[src/rtl/uart_tx_arbiter.sv]
// Round-robin arbiter sharing one UART transmitter between NUM_REQ byte producers.
// Each grant accepts one byte, raises tx_start until the transmitter reports busy,
// then waits for the frame to finish before the next arbitration.
module uart_tx_arbiter #(
    parameter  int unsigned NUM_REQ       = 4,
    parameter  int unsigned DATA_WIDTH    = 8,
    parameter  int unsigned START_TIMEOUT = 8192,
    localparam int unsigned GW            = (NUM_REQ > 1) ? $clog2(NUM_REQ) : 1
) (
    input  logic                          clk,
    input  logic                          rst,
    input  logic [NUM_REQ-1:0]            req_valid,
    input  logic [NUM_REQ*DATA_WIDTH-1:0] req_data,
    output logic [NUM_REQ-1:0]            req_ready,
    output logic                          tx_start,
    output logic [DATA_WIDTH-1:0]         tx_data,
    input  logic                          tx_busy,
    output logic [GW-1:0]                 grant_id,
    output logic                          active,
    output logic                          timeout_err
);

    localparam int unsigned CW = $clog2(START_TIMEOUT + 1);

    typedef enum logic [1:0] {
        IDLE      = 2'd0,
        LAUNCH    = 2'd1,
        WAIT_DONE = 2'd2
    } state_t;

    state_t                  state_q;
    logic [NUM_REQ-1:0]      req_ready_q;
    logic                    tx_start_q;
    logic [DATA_WIDTH-1:0]   tx_data_q;
    logic [GW-1:0]           grant_id_q;
    logic [GW-1:0]           last_grant_q;
    logic                    active_q;
    logic                    timeout_err_q;
    logic [CW-1:0]           cnt_q;

    logic                    win_found_c;
    logic [GW-1:0]           win_idx_c;
    logic [DATA_WIDTH-1:0]   win_data_c;

    // Round-robin search: first valid requester after last_grant, wrapping.
    always_comb begin
        int unsigned idx;
        idx         = 0;
        win_found_c = 1'b0;
        win_idx_c   = '0;
        for (int unsigned k = 1; k <= NUM_REQ; k++) begin
            idx = 32'(last_grant_q) + k;
            if (idx >= NUM_REQ) begin
                idx = idx - NUM_REQ;
            end
            if (!win_found_c && req_valid[idx[GW-1:0]]) begin
                win_found_c = 1'b1;
                win_idx_c   = idx[GW-1:0];
            end
        end
    end

    // Byte of the current arbitration winner.
    always_comb begin
        win_data_c = '0;
        for (int unsigned i = 0; i < NUM_REQ; i++) begin
            if (win_idx_c == GW'(i)) begin
                win_data_c = req_data[i*DATA_WIDTH +: DATA_WIDTH];
            end
        end
    end

    // Arbitration / launch / completion state machine with registered outputs.
    // cnt_q counts cycles tx_start has already been held, so tx_start stays
    // high for exactly START_TIMEOUT cycles before a launch is aborted.
    always_ff @(posedge clk or posedge rst) begin
        if (rst) begin
            state_q       <= IDLE;
            req_ready_q   <= '0;
            tx_start_q    <= 1'b0;
            tx_data_q     <= '0;
            grant_id_q    <= '0;
            last_grant_q  <= GW'(NUM_REQ - 1);
            active_q      <= 1'b0;
            timeout_err_q <= 1'b0;
            cnt_q         <= '0;
        end else begin
            req_ready_q   <= '0;
            timeout_err_q <= 1'b0;
            case (state_q)
                IDLE: begin
                    tx_start_q <= 1'b0;
                    if (!tx_busy && win_found_c) begin
                        req_ready_q  <= NUM_REQ'(1) << win_idx_c;
                        tx_data_q    <= win_data_c;
                        grant_id_q   <= win_idx_c;
                        last_grant_q <= win_idx_c;
                        active_q     <= 1'b1;
                        cnt_q        <= '0;
                        state_q      <= LAUNCH;
                    end
                end
                LAUNCH: begin
                    if (tx_busy) begin
                        tx_start_q <= 1'b0;
                        state_q    <= WAIT_DONE;
                    end else if (tx_start_q && (cnt_q == CW'(START_TIMEOUT - 1))) begin
                        tx_start_q    <= 1'b0;
                        timeout_err_q <= 1'b1;
                        active_q      <= 1'b0;
                        state_q       <= IDLE;
                    end else begin
                        tx_start_q <= 1'b1;
                        if (tx_start_q) begin
                            cnt_q <= cnt_q + CW'(1);
                        end
                    end
                end
                WAIT_DONE: begin
                    tx_start_q <= 1'b0;
                    if (!tx_busy) begin
                        active_q <= 1'b0;
                        state_q  <= IDLE;
                    end
                end
                default: begin
                    tx_start_q <= 1'b0;
                    active_q   <= 1'b0;
                    state_q    <= IDLE;
                end
            endcase
        end
    end

    assign req_ready   = req_ready_q;
    assign tx_start    = tx_start_q;
    assign tx_data     = tx_data_q;
    assign grant_id    = grant_id_q;
    assign active      = active_q;
    assign timeout_err = timeout_err_q;

endmodule

[config.mk]
export PLATFORM = sky130hd
export DESIGN_NAME = uart_tx_arbiter
export DESIGN_NICKNAME = d
export VERILOG_FILES = /design/src/rtl/uart_tx_arbiter.sv
export SDC_FILE = /design/constraint.sdc
export NUM_CORES = 1
export LEC_CHECK = 0
export ABC_AREA = 1
export BUFFER_PORTS_ARGS = -buffer_cell sky130_fd_sc_hd__clkbuf_2
export CORE_MARGIN = 2
export CORE_UTILIZATION = 30
export CTS_BUF_LIST = sky130_fd_sc_hd__clkbuf_8
export CTS_CLUSTER_SIZE = 8
export DETAILED_ROUTE_END_ITERATION = 8
export GPL_TIMING_DRIVEN = 0
export SYNTH_ARGS = -nofsm -noshare
export SYNTH_HDL_FRONTEND = slang
export SYNTH_SLANG_ARGS = --single-unit
[constraint.sdc]
create_clock -name clk -period 3.7 [get_ports clk]
set_input_delay 0.74 -clock clk [delete_from_list [all_inputs] [get_ports clk]]
set_output_delay 0.74 -clock clk [all_outputs]
set_load 0.03 [all_outputs]
Yosys cells after proc, flatten, opt, wreduce, memory -nomap -nowiden
Cells that the tools add are included.

Register bits after elaboration: 35. Bits of input ports: 39. Word-level logic and storage cells: 103.

Add/sub/neg operators: 9. Order comparisons: 8. Equality and inequality tests: 13. Shifts and indexed selects: 1. Multiplexer cells: 47. Reductions and logical operators: 16.

Operators with widths (count): two-way mux 14 bit (4); two-way mux 8 bit (4); case mux 14 bit (2 select lines) (1); two-way mux 2 bit (12); two-way mux 1 bit (18); adder 14 x 1 -> 14 bit (second input constant) (1); equality test 14 x 13 -> 1 bit (second input constant) (1); less-than comparator 2 x 3 -> 1 bit (second input constant) (4); inequality test 2 bit (second input constant) (6); greater-or-equal comparator 3 bit (second input constant) (3); binary-select mux 1 bit (select 2 bit) (4); two-way mux 4 bit (2); subtractor 2 x 1 -> 2 bit (second input constant) (4); adder 2 x 2 -> 3 bit (second input constant) (2); equality test 2 bit (second input constant) (3); case mux 2 bit (3 select lines) (1); logical AND 1 bit (5); AND reduction 5 bit (1); adder 2 x 3 -> 4 bit (second input constant) (1); equality test 2 x 1 -> 1 bit (second input constant) (2); greater-or-equal comparator 4 x 3 -> 1 bit (second input constant) (1); zero test 1 bit (4); zero test 2 bit (2); AND reduction 4 bit (1); 7 further kinds (7).

Depth between registers and ports, before layout
Gate-level depths: netlist of run 1.

Depth in word-level cells: 20. Depth in mapped cells: 16. Mapped depth without buffers: 16.

Worst setup path after synthesis of run 1
OpenSTA, ideal clock, no wires.

Path type: input-to-reg. Start point: in req_valid[3]. End point: reg cnt_q[10]. Setup time: 125 ps. Data arrival time: 1859 ps. Data required time: 3575 ps. Path slack: 1715 ps. Stages: 12. Path buffers: 1. Cells stage by stage: nand2_1 -> nand2_1 -> nand2_1 -> nand2_1 -> nor2_4 -> nand3_2 -> nand2_2 -> inv_2 -> nand2_4 -> nand2_2 -> buf_6 -> mux2_4.

Longest elaborated chain between the ends: 15.

RTL lines: from (decl) (RTL line 12) `input logic [NUM_REQ-1:0] req_valid,`; binary-select mux 1 bit (select 2 bit) (RTL line 56) `if (!win_found_c && req_valid[idx[GW-1:0]]) begin`; two-way mux 1 bit (implied by the code) (RTL line 56); two-way mux 1 bit (RTL line 56); zero test 1 bit (RTL line 56); logical AND 1 bit (RTL line 56); two-way mux 1 bit (RTL line 56); zero test 1 bit (RTL line 56); logical AND 1 bit (RTL line 56); two-way mux 1 bit (RTL line 56); zero test 1 bit (RTL line 56); logical AND 1 bit (RTL line 56); two-way mux 1 bit (*) (RTL line 56); logical AND 1 bit (*) (RTL line 93) `if (!tx_busy && win_found_c) begin`; inequality test 2 bit (no line) (*); AND reduction 5 bit (no line) (*); to (signal assigned) (RTL line 115) `cnt_q <= cnt_q + CW'(1);`; to (decl) (RTL line 39) `logic [CW-1:0] cnt_q;`.

Every way passes the cells marked *; elsewhere a longest branch is shown, timed or not. The select of a mux whose other input is x is not followed. A chain may end at the register's enable or synchronous reset.

Worst setup path after layout of run 1
Start point: reg last_grant_q[0]. End point: reg tx_data_q[7], in the netlist tx_data[7].

Longest elaborated chain between the ends: 20.

RTL lines: from (decl) (RTL line 36) `logic [GW-1:0] last_grant_q;`; from (signal assigned) (RTL line 83) `last_grant_q <= GW'(NUM_REQ - 1);`; from (signal assigned) (RTL line 97) `last_grant_q <= win_idx_c;`; adder 2 x 1 -> 3 bit (RTL line 52) `idx = 32'(last_grant_q) + k;`; greater-or-equal comparator 3 bit / subtractor 2 x 1 -> 2 bit (equally long branches) (RTL line 53, 54); two-way mux 2 bit (RTL line 53) `if (idx >= NUM_REQ) begin`; binary-select mux 1 bit (select 2 bit) (RTL line 56); two-way mux 1 bit (implied by the code) (RTL line 56); two-way mux 1 bit (RTL line 56); zero test 1 bit (RTL line 56); logical AND 1 bit (RTL line 56); two-way mux 1 bit (RTL line 56); zero test 1 bit (RTL line 56); logical AND 1 bit (RTL line 56); two-way mux 1 bit (RTL line 56); zero test 1 bit (RTL line 56); logical AND 1 bit (RTL line 56); two-way mux 2 bit (RTL line 56); zero test 2 bit (RTL line 67) `if (win_idx_c == GW'(i)) begin`; two-way mux 8 bit (4 in series) (RTL line 67); to (signal assigned) (RTL line 95) `tx_data_q <= win_data_c;`; to (decl) (RTL line 34) `logic [DATA_WIDTH-1:0] tx_data_q;`.

Several ways; a longest one is shown, not always the timed one. The select of a mux whose other input is x is not followed.

==> flow_metrics.tcl, run 1 <==
set metrics [dict create \
    yosysUniqueCellTypes 25 \
    dp_hpwl_um 4040 \
    syn_area_mm2 0.00213 \
    vias 2017 \
    fin_crit_sh 0.566 \
    report.final.slew_viol_count 0 \
    gp_congestion 0.824 \
    clkLatencyLatePin_ps 280 \
    fmax_mhz 478 \
    powerDensity_mw_per_mm2 866 \
    ys.warnings.count 0 \
    antenna_left 0 \
    tightest_slew_ps 735 \
    die_h_um 88.4 \
    ys_seq_elements 35 \
    fin_crit_ps 2090 \
    design.core.area_mm2 0.00683 \
    endpoint_kind "flip-flop" \
    grt_pass1_wl_um 8930 \
    yosys.area.top_type "dfrtp_1" \
    rsz0062_at_grt "false" \
    crit_fanout 10 \
    timing.final.hold_violations 0 \
    yosysSeqAreaShare 0.411 \
    drc 0 \
    row_count 30 \
    clk_pin_slew_ps 70 \
    netlist.area_leader.share 0.387 \
    cap_violations 0 \
    ios 56 \
    cts_setup_buffers 0 \
    io_buffers 55 \
    required_ps 3880 \
    grt_use_met3 0.0354 \
    arrival_ps 2270 \
    antenna_found_initial 0 \
    critPathKind "reg -> reg" \
    clock_sinks 35 \
    p_leak_nw 1.37 \
    min_path_type "reg -> reg" \
    initial_core_util 0.312 \
    cts_root_buffer "clkbuf_8" \
    utilization 0.383 \
    fin_tns_setup_ps 0 \
    drt_iter0_drc 144 \
    setup_viol 0 \
    cts_resized 0 \
    clock_path_buffers 2 \
    cts_buffers 5 \
    grt_pass1_vias 1967 \
    grtUsageMet1 0.186 \
    nets 389 \
    netlist_instances 287 \
    viasPerCell 4.52 \
    power_mw 2.26 \
    drt_wl_total_um 5120 \
    vdd.ir_drop.worst_mv 0.571 \
    die_w_um 88.4 \
    startpoint_type "flip-flop" \
    postCtsHoldBufs 0 \
    skew_ps 6.08 \
    firstDrtPassIters 4 \
    slew_headroom 0.509 \
    htree_num_levels 2 \
    grt_overflow 0 \
    synthTopCellsByArea "dfrtp_1 39%, nand2_1 15%, nand3_1 6.6%, inv_1 4.7%, o21ai_0 4.2%" \
    cts_tree "done" \
    syn_to_final_growth_pct 22.5 \
    grt_max_degree 36 \
    synthesis.nets 327 \
    status "finished, final reports clean" \
    grtUsageMet2 0.243 \
    multiInputGateArea_mm2 0.00109 \
    top_usage_layer "met2" \
    wire_per_inst_um 11.5 \
    syn_avg_cell_area_um2 7.44 \
    antenna_cells 0 \
    nFillCells 742 \
    die_area_mm2 0.00781 \
    final-seq-area_um2 878 \
    grt_util_all_layers 0.143 \
    drive_gt1_frac 0.274 \
]
## cell usage after synthesis, drive strengths merged
| cell | instances |
|---|---|
| dfstp | 2 |
| nand2 | 96 |
| nand3 | 29 |
| buf | 6 |
| dfrtp | 33 |
| a21oi | 6 |
| nor4 | 3 |
| nor3 | 5 |
| xor2 | 6 |
| inv | 31 |
| o21ai | 20 |
| nor2 | 27 |
| or2 | 5 |
| a31oi | 1 |
| ha | 1 |
| nand4 | 12 |
| mux2 | 4 |
## logic make-up after synthesis
logic type | Yosys count | share of synthesized area
simple gates | 177 | 0.389
mux | 4 | 0.0281
xor+xnor | 6 | 0.0246
fa+ha+maj | 1 | 0.00586
buf+inv | 37 | 0.0774
compound gates | 27 | 0.0639
flops | 35 | 0.411
## cell type report
| cell class | count | area share |
|---|---|---|
| multi-input combinational | 215 | 0.417 |
| sequential | 35 | 0.336 |
| timing repair buffer | 55 | 0.105 |
| tap | 96 | 0.0459 |
| inverter | 31 | 0.0445 |
| clock buffer | 5 | 0.0263 |
| buffer | 6 | 0.0187 |
| clock inverter | 3 | 0.00622 |
## final timing paths
| check | startpoint | slack (ps) | depth (start not counted) | end |
|---|---|---|---|---|
| worst max-delay path | last_grant_q[0] | 1610 | 14 | tx_data[7] |
| worst min-delay path | tx_data[0] | 480 | 2 | tx_data[0] |
| worst max register to register | last_grant_q[0] | 1610 | 14 | tx_data[7] |
| worst min register to register | tx_data[0] | 480 | 2 | tx_data[0] |
| max in group asynchronous | rst | 2660 | 2 | cnt_q[10] |
| min in group asynchronous | rst | 560 | 2 | cnt_q[1] |
## per-stage QoR
step	instances	worst slack, ps	cell area [µm²]	hold slack [ps]
global placement	438	1480	2530	465
floorplan	287	1720	2130	506
detailed placement	438	1420	2530	469
global route	446	1310	2620	510
CTS	446	1580	2620	490
finish	446	1610	2620	484
## cell usage in the layout (no fill, tap or decap), types with 4 or more instances in the layout
cell	count
nand4_1	12
a21oi_1	6
o21ai_0	18
nand2_1	84
nor3_1	5
nand3_1	28
xor2_1	6
clkbuf_2	55
clkbuf_8	5
nand2_2	9
inv_1	27
dfrtp_1	33
nor2_1	24
inv_2	5
mux2_4	4
or2_0	4
## state kept, by name (all words and copies together), names as in the netlist
signal        flops
active            1
cnt_q            14
grant_id          2
last_grant_q      2
req_ready         4
state_q           2
timeout_err       1
tx_data           8
tx_start          1
## where the power goes
group | switching (mW) | leakage [nW] | internal [mW]
sequential | 0.0747 | 0.459 | 0.502
clock | 0.138 | 0.0453 | 0.129
combinational | 0.963 | 0.864 | 0.457
total | 1.18 | 1.37 | 1.09
## critical path: stages (launching register included)
cell and delay, ps:
dfstp_2 600, inv_2 110, nand2_2 70, nand2_1 60
nand2_1 80, nand2_1 80, nor2_4 120, nand3_2 100
nand2_2 90, inv_2 40, nand2_4 90, inv_1 130
buf_2 210, nand3_1 120, nand2_1 60
## per-layer routing
layer,part of all wire,vias up
li1,-,1052
met1,0.45,907
met2,0.48,56
met3,0.064,2
met4,0.0041,0
met5,0,-
(Power assumes the default switching activity.)
==> run 2: changes to the inputs <==
clock period = 1.9 ns   (was 3.7 ns; I/O delays follow)
==> run 2 against run 1 <==
  * The flow now finishes with violations (setup timing)
  * Core utilization rose by 4.5 points
  * Non-clock buffer count rose by 22
  * Hold slack got worse by 290 ps
  * Sequential share of layout area fell by 3.5 points
  * Via count rose by 4.9%
  * Sequential power rose by 94%
  * First-iteration DRC count fell by 2.8%
  * Count of clock-buffer cells in the layout did not move
  * Clock power rose by 95%
  * Critical path depth rose by 2
  * Critical path type unchanged
==> flow_metrics.tcl, run 2 (same netlist as run 1, synthesis figures left out) <==
set metrics [dict create \
    status "finished, violations left" \
    violations "setup timing" \
    crit_fanout 7 \
    crit_end "tx_data[5]" \
    wire_per_inst_um 11.7 \
    endpoint_kind "flip-flop" \
    antenna_left 0 \
    drive_gt1_frac 0.374 \
    htree_num_levels 2 \
    cts_tree "done" \
    tightest_slew_ps 730 \
    slew_headroom 0.513 \
    io_buffers 55 \
    firstDrtPassIters 4 \
    placed_cells 438 \
    final_cell_area_mm2 0.00292 \
    grtUsageMet1 0.189 \
    top_register "cnt_q" \
    utilization 0.428 \
    startpoint_type "flip-flop" \
    grt_overflow 0 \
    reg2reg_slack_ps -150 \
    fmax_mhz 489 \
    r2r-end "tx_data[5]" \
    vdd.ir_drop.worst_mv 1.02 \
    required_ps 2130 \
    dp_hpwl_um 4040 \
    powerDensity_mw_per_mm2 1810 \
    dpl-instance-area_mm2 0.00253 \
    min_path_type "in -> async" \
    r2r-start "last_grant_q[0]" \
    grt_use_met3 0.0354 \
    die_w_um 88.4 \
    grt_max_degree 36 \
    design.core.area_mm2 0.00683 \
    drt_wl_total_um 5490 \
    antenna_cells 0 \
    fin_crit_sh 1.08 \
    fin_crit_ps 2050 \
    slowest_stage "dfstp_2" \
    layout_setup_ws_ps -146 \
    clkLatencyLatePin_ps 280 \
    die_area_mm2 0.00781 \
    power_mw 5.30 \
    syn_to_final_growth_pct 36.9 \
    grt_util_all_layers 0.150 \
    initial_core_util 0.312 \
    drc 0 \
    instances_no_fill 468 \
    vias 2116 \
    clock_path_buffers 2 \
    grtUsageMet2 0.265 \
    nets 411 \
    cpMostUsedCell "nand2_2" \
    final_cell_mix "71 x nand2_1, 55 x clkbuf_2, 33 x dfrtp_1, 27 x nand3_1, 26 x inv_1" \
    p_leak_nw 1.50 \
    crit_path_start "last_grant_q[0]" \
    antenna_found_initial 0 \
    largest_reg_flops 14 \
    cap_violations 0 \
    cts_root_buffer "clkbuf_8" \
    report.final.slew_viol_count 0 \
    critPathKind "reg -> reg" \
    grt_pass1_wl_um 9340 \
    drt_iter0_drc 140 \
    timing.final.hold_violations 0 \
    arrival_ps 2280 \
    r2r_cells 16 \
    setup_viol 25 \
    crit_chain "buf_4, nand2_1, nand2_2, nand2_2, nand2_4, inv_1, nand2_2, nor2_2, nand2_2, nand2_4, nor2_4, buf_4, nand2_1, nand3_1, nand3_1, nand2_1" \
    fin_tns_setup_ps -2200 \
    grt_pass1_vias 2110 \
    skew_ps 8.12 \
    die_h_um 88.4 \
    cpPeakStageDelay_ps 600 \
    ios 56 \
    clock_sinks 35 \
    row_count 30 \
    layout_commonest_cell "nand2_1" \
    rsz0062_at_grt "true" \
    clk_pin_slew_ps 70 \
    cts_buffers 5 \
    viasPerCell 4.52 \
    top_usage_layer "met2" \
    gp_congestion 0.824 \
]
[run 2: cell count changes in the layout (fill, tap and decap cells not counted), sizes merged]
cell / change
buf: +21
bufbuf: +1
clkinvlp: +1
inv: -1
[run 2: worst max-delay path: cells and delay by family (launching register included)]
family / cells / cell delay [ps]
flops: 1 / 600
buf+inv: 3 / 320
simple gates: 13 / 1060
[run 2: repair_timing]
item                                   4_1_cts  5_1_grt
pin swaps                                    9        9
endpoints found under the hold margin        0        0
gates resized for setup                     27       17
hold buffers                                 0        0
buffers inserted                            15        5
cloned                                       2        0
setup endpoints to repair                   32       32
[run 2: power by group]
| group | internal (mW) | total, mW | switching [mW] |
|---|---|---|---|
| sequential | 0.977 | 1.12 | 0.139 |
| combinational | 1.50 | 3.67 | 2.16 |
| clock | 0.251 | 0.521 | 0.270 |
| total | 2.73 | 5.30 | 2.57 |
[run 2: worst min path at each step]
stage / from / to / slack, ps / depth (start not counted)
2_1_floorplan: cnt_q[8] / cnt_q[8] / 510 / 2
3_5_place_dp: tx_data[0] / tx_data[0] / 470 / 2
4_1_cts: tx_busy / state_q[1] / 390 / 3
3_3_place_gp: grant_id[0] / grant_id[0] / 470 / 2
6_report: rst / cnt_q[7] / 200 / 2
5_1_grt: rst / tx_data[7] / 260 / 2
[run 2: layout make-up]
class / instances / area, µm²
clock inverter: 3 / 16.3
inverter: 31 / 123
timing repair buffer: 77 / 473
sequential: 35 / 878
multi-input combinational: 215 / 1170
tap: 96 / 120
clock buffer: 5 / 68.8
fill: 702 / 3910
buffer: 6 / 75.1
[run 2: through the flow]
step	hold slack (ps)	setup slack, ps
after floorplan	506	22.3
after global placement	465	-176
after detailed placement	469	-214
after CTS	393	-123
after global routing	261	-319
final	198	-146
[run 2: metal layers]
| layer | vias up | routed length [µm] |
|---|---|---|
| li1 | 1097 | - |
| met1 | 959 | 2430 |
| met2 | 56 | 2700 |
| met3 | 4 | 325 |
| met4 | 0 | 32 |
| met5 | - | 0 |
